**config.mk**
```make
export PLATFORM = sky130hd
export DESIGN_NAME = shift_register_universal
export DESIGN_NICKNAME = d
export VERILOG_FILES = /design/src/rtl/shift_register_pkg.sv /design/src/rtl/sat_counter.sv /design/src/rtl/shift_register_universal.sv
export SDC_FILE = /design/constraint.sdc
export NUM_CORES = 1
export LEC_CHECK = 0
export BUFFER_PORTS_ARGS = -buffer_cell sky130_fd_sc_hd__buf_2
export CAP_MARGIN = 10
export CORE_MARGIN = 1
export CORE_UTILIZATION = 45
export DETAILED_ROUTE_END_ITERATION = 10
export PLACE_DENSITY_LB_ADDON = 0.05
export SETUP_SLACK_MARGIN = 0.3
export SYNTH_ARGS = -nofsm -noshare
export SYNTH_HDL_FRONTEND = slang
export SYNTH_HIERARCHICAL = 1
export SYNTH_SLANG_ARGS = --single-unit
```
**constraint.sdc**
```tcl
create_clock -name clk -period 3.9 [get_ports clk]
set_input_delay 0.585 -clock clk [delete_from_list [all_inputs] [get_ports clk]]
set_output_delay 0.585 -clock clk [all_outputs]
set_load 0.005 [all_outputs]
```
**src/rtl/shift_register_pkg.sv**
```systemverilog
`default_nettype none
// ============================================================================
//  Module      : shift_register_pkg
//  Description : Mode encodings shared by the universal shift register and
//                anything that drives it.
//  Revision    : 1.0 - initial release
// ============================================================================
package shift_register_pkg;

    localparam int unsigned c_MODE_W = 3;

    localparam logic [c_MODE_W-1:0] c_MODE_HOLD = 3'd0;
    localparam logic [c_MODE_W-1:0] c_MODE_SHL  = 3'd1;
    localparam logic [c_MODE_W-1:0] c_MODE_SHR  = 3'd2;
    localparam logic [c_MODE_W-1:0] c_MODE_LOAD = 3'd3;
    localparam logic [c_MODE_W-1:0] c_MODE_ROTL = 3'd4;
    localparam logic [c_MODE_W-1:0] c_MODE_ROTR = 3'd5;
    // Codes 6 and 7 are unused and behave as HOLD.

endpackage : shift_register_pkg
`default_nettype wire

```
**src/rtl/sat_counter.sv**
```systemverilog
`default_nettype none
// ============================================================================
//  Module      : sat_counter
//  Description : Counter that saturates at MAX, with a registered flag that is
//                high exactly while the count sits at MAX. clear wins over inc.
//  Revision    : 1.0 - initial release
// ============================================================================
module sat_counter #(
    parameter int MAX = 4
) (
    input  logic                         clk,
    input  logic                         rst,
    input  logic                         clear,
    input  logic                         inc,
    output logic [$clog2(MAX+1)-1:0]     count,
    output logic                         done
);

    localparam int                 c_CNT_W = $clog2(MAX + 1);
    localparam logic [c_CNT_W-1:0] c_MAX   = c_CNT_W'(MAX);

    logic [c_CNT_W-1:0] r_count;
    logic               r_done;
    logic [c_CNT_W-1:0] w_next_count;

    // Next count: clear to zero, otherwise step up until MAX is reached
    always_comb begin
        w_next_count = r_count;
        if (clear) begin
            w_next_count = '0;
        end else if (inc && (r_count != c_MAX)) begin
            w_next_count = r_count + 1'b1;
        end
    end

    // Count and flag registered together so done tracks count on the same edge
    always_ff @(posedge clk) begin
        if (rst) begin
            r_count <= '0;
            r_done  <= 1'b0;
        end else begin
            r_count <= w_next_count;
            r_done  <= (w_next_count == c_MAX);
        end
    end

    assign count = r_count;
    assign done  = r_done;

endmodule : sat_counter
`default_nettype wire

```
**src/rtl/shift_register_universal.sv**
```systemverilog
`default_nettype none
// ============================================================================
//  Module      : shift_register_universal
//  Description : WIDTH-bit register with hold, shift left/right, parallel load
//                and rotate left/right, plus a saturating shift counter.
//  Revision    : 1.0 - initial release
// ============================================================================
module shift_register_universal
    import shift_register_pkg::*;
#(
    parameter int               WIDTH       = 4,
    parameter logic [WIDTH-1:0] RESET_VALUE = '0
) (
    input  logic                         clk,
    input  logic                         rst,
    input  logic                         en,
    input  logic [2:0]                   mode,
    input  logic                         in,
    input  logic [WIDTH-1:0]             load_data,
    output logic [WIDTH-1:0]             out,
    output logic                         sout,
    output logic [$clog2(WIDTH+1)-1:0]   count,
    output logic                         done
);

    logic [WIDTH-1:0] r_out;
    logic             r_sout;
    logic [WIDTH-1:0] w_next_out;
    logic             w_next_sout;
    logic             w_shift;
    logic             w_load;

    // Decode the operation; anything not listed, or en low, holds state
    always_comb begin
        w_next_out  = r_out;
        w_next_sout = r_sout;
        w_shift     = 1'b0;
        w_load      = 1'b0;
        if (en) begin
            case (mode)
                c_MODE_SHL: begin
                    w_next_out  = {r_out[WIDTH-2:0], in};
                    w_next_sout = r_out[WIDTH-1];
                    w_shift     = 1'b1;
                end
                c_MODE_SHR: begin
                    w_next_out  = {in, r_out[WIDTH-1:1]};
                    w_next_sout = r_out[0];
                    w_shift     = 1'b1;
                end
                c_MODE_LOAD: begin
                    // sout deliberately keeps the last shifted-out bit
                    w_next_out  = load_data;
                    w_load      = 1'b1;
                end
                c_MODE_ROTL: begin
                    w_next_out  = {r_out[WIDTH-2:0], r_out[WIDTH-1]};
                    w_next_sout = r_out[WIDTH-1];
                    w_shift     = 1'b1;
                end
                c_MODE_ROTR: begin
                    w_next_out  = {r_out[0], r_out[WIDTH-1:1]};
                    w_next_sout = r_out[0];
                    w_shift     = 1'b1;
                end
                c_MODE_HOLD: begin
                    w_next_out  = r_out;
                end
                default: begin
                    w_next_out  = r_out;
                end
            endcase
        end
    end

    // Data register and shift-out bit; reset overrides any operation
    always_ff @(posedge clk) begin
        if (rst) begin
            r_out  <= RESET_VALUE;
            r_sout <= 1'b0;
        end else begin
            r_out  <= w_next_out;
            r_sout <= w_next_sout;
        end
    end

    sat_counter #(
        .MAX   (WIDTH)
    ) u_sat_counter (
        .clk   (clk),
        .rst   (rst),
        .clear (w_load),
        .inc   (w_shift),
        .count (count),
        .done  (done)
    );

    assign out  = r_out;
    assign sout = r_sout;

endmodule : shift_register_universal
`default_nettype wire
```
==> flow_metrics.py <==
metrics = {
    "routing": {
        "wirelength_um": 1317,
        "vias_per_cell": 5.505,
        "first_pass_iters": 4,
        "via_count": 567,
        "postRouteAntennaNets": 0,
        "drc": 0,
        "wl_per_cell_um": 12.79,
        "drt_iter0_drc": 10,
    },
    "synth": {
        "synthCells": 67,
        "yosysWarnings": 6,
        "synthDistinctLibCells": 31,
        "ys_ff_latch": 9,
        "synthTopCellsByArea": "dfxtp_1, ha_1, mux2i_1",
        "yosysSeqAreaShare": 0.2851,
        "yosysTopAreaCellShare": 0.2851,
        "syn-num-nets": 81,
        "syn_area_um2": 631.9,
        "avgSynthCellArea_um2": 9.431,
        "synth.largest_area_cell": "dfxtp_1",
    },
    "final_layout": {
        "antenna_cells": 0,
        "nets": 103,
        "drive_gt1_frac": 0.3523,
        "final_common_cell": "buf_2",
        "area_growth_pct": 18.81,
        "final_cell_mix": "buf_2, dfxtp_1, nor2_1, nor3_1, inv_1",
    },
    "die": {
        "floorplan.rows": 13,
        "start_util": 0.4856,
        "num_io_pins": 20,
        "die_w_um": 39.47,
        "core_area_um2": 1301,
        "fp.dieArea_um2": 1558,
        "die_y_um": 39.47,
    },
    "power": {
        "pwr-share-comb": 0.252,
        "p_sw_frac": 0.3029,
        "intPower_uw": 163.8,
        "p_sw_uw": 71.18,
        "seq_power_share": 0.443,
        "power_density_nw_per_um2": 313.1,
        "p_leak_uw": 0.0003331,
        "clkPwrFrac": 0.306,
        "ir_worst_vdd_uv": 202.9,
    },
    "clock_tree": {
        "cts_setup_buffers": 0,
        "clkSlewWorstSetupHoldPaths_ps": 60,
        "numCtsBuffers": 3,
        "holdBufCountCts": 0,
        "clockRootBuffer": "clkbuf_4",
        "cts_tree": "built",
        "clk_path_buf_depth": 2,
        "clock_sinks": 9,
        "cts_resized": 0,
        "ctsHtreeMaxLevel": 1,
        "insertion_delay_ps": 260,
    },
    "global_routing": {
        "grt_pass1_vias": 518,
        "antenna_found_initial": 0,
        "grt_start_max_net_pins": 11,
        "grt_util_all_layers": 0.2043,
        "grt_pass1_wl_um": 2083,
        "grt.overflow.total": 0,
    },
    "sta": {
        "period_share": 0.4374,
        "fin_crit_ps": 1706,
        "finalSetupTns_ps": 0,
        "setup_violations": 0,
        "max_freq_mhz": 586.2,
        "tightest_slew_ps": 327.5,
        "rsz0062_at_grt": "no",
        "relSlewSlack": 0.7802,
        "finalHoldViolations": 0,
        "fin_ws_ps": 2194,
        "skew_ps": 2.288,
        "slew_violations": 0,
    },
    "place": {
        "routabilityCongestion": 0.8312,
        "port_buffers": 19,
        "dp_hpwl_um": 1059,
        "pre_cts_ws_ps": 1914,
    },
    "flow_run": {
        "cap_viol_max_count": 0,
    },
    "critical_path": {
        "start_kind": "input pin",
        "critical_path_class": "in -> reg",
        "worstPathArrival_ps": 1850,
        "cp_data_required_time_ps": 4050,
        "end_kind": "flop",
        "crit_path_max_fanout": 9,
    },
    "worst_hold_path": {
        "worstHoldPathType": "reg -> reg",
    },
    "outcome": {
        "status": "finished clean",
    },
}
## worst max-delay path: stages
cell	delay, ps
buf_2	170
inv_1	80
ha_1	350
or2_1	280
a221oi_1	310
nor3_1	80
## layout make-up
cell class	count	area (µm²)
Timing Repair Buffer	19	95.09
Clock buffer	3	22.52
Fill cell	139	550.5
Clock inverter	1	5.005
Sequential cell	9	180.2
Multi-Input combinational cell	52	414.1
Inverter	4	15.01
Tap cell	15	18.77
## worst paths after layout
check	to	slack, ps	start	cells past startpoint
max	out[1]	2190	mode[1]	6
min	sout	490	sout	2
max reg2reg	u_sat_counter/done	2480	u_sat_counter/count[0]	5
min reg2reg	sout	490	sout	2
## cells in the mapped netlist, drive strengths merged
cell	instances
a21o	1
buf	2
o21a	3
a211oi	2
nor3	6
and4b	1
nor4	2
nand3b	1
a221o	1
a221oi	3
or2	1
ha	3
inv	4
and3b	1
or3	1
and3	1
o21ai	2
nand2	1
a21oi	2
a32o	2
and2	2
mux2i	3
o41ai	1
dfxtp	9
a21boi	1
xnor2	2
nor2	6
nor3b	3
## state kept, by name, summed over array words and instances (netlist names)
signal / flops
out: 4
sout: 1
u_sat_counter/done: 1
u_sat_counter/count: 3
## cells by family after synthesis
kind of cell | Yosys count | share of synthesized area
xor gates and xnor gates | 2 | 0.02773
adders and majority gates | 3 | 0.05941
muxes | 3 | 0.04753
DFF | 9 | 0.2851
buffers and inverters | 6 | 0.05940
and+or+nand+nor | 26 | 0.2792
AOI/OAI and AO/OA | 18 | 0.2416
## layer usage
metal	vias up	share of wire	GRT usage	routed length, µm
li1	296	-	-	-
met1	253	0.48	0.2509	627
met2	18	0.46	0.3320	601
met3	0	0.067	0.1080	88
met4	0	0	0	0
met5	-	0	0	0
## stage by stage
step	instance area (µm²)	hold WS, ps	util	total power [µW]	cells
5_1_grt	750.7	526.6	0.5769	249.9	103
2_1_floorplan	631.9	488.7	-	146.5	67
4_1_cts	750.7	498.0	0.5769	238.0	103
3_5_place_dp	723.2	491.0	0.5558	165.4	99
3_3_place_gp	723.2	488.1	0.5558	164.5	99
6_report	750.7	493.3	0.5769	235.0	103
## power by group through the flow
stage | logic (µW) | registers (µW) | clock network (µW)
floorplan | 40.8 | 106 | 0
global placement | 58.3 | 106 | 0
detailed placement | 59.1 | 106 | 0
CTS | 59.4 | 104 | 74.5
global route | 66.6 | 105 | 78.5
finish | 59.1 | 104 | 71.9
No activity file was read; power rests on OpenSTA's default activity.
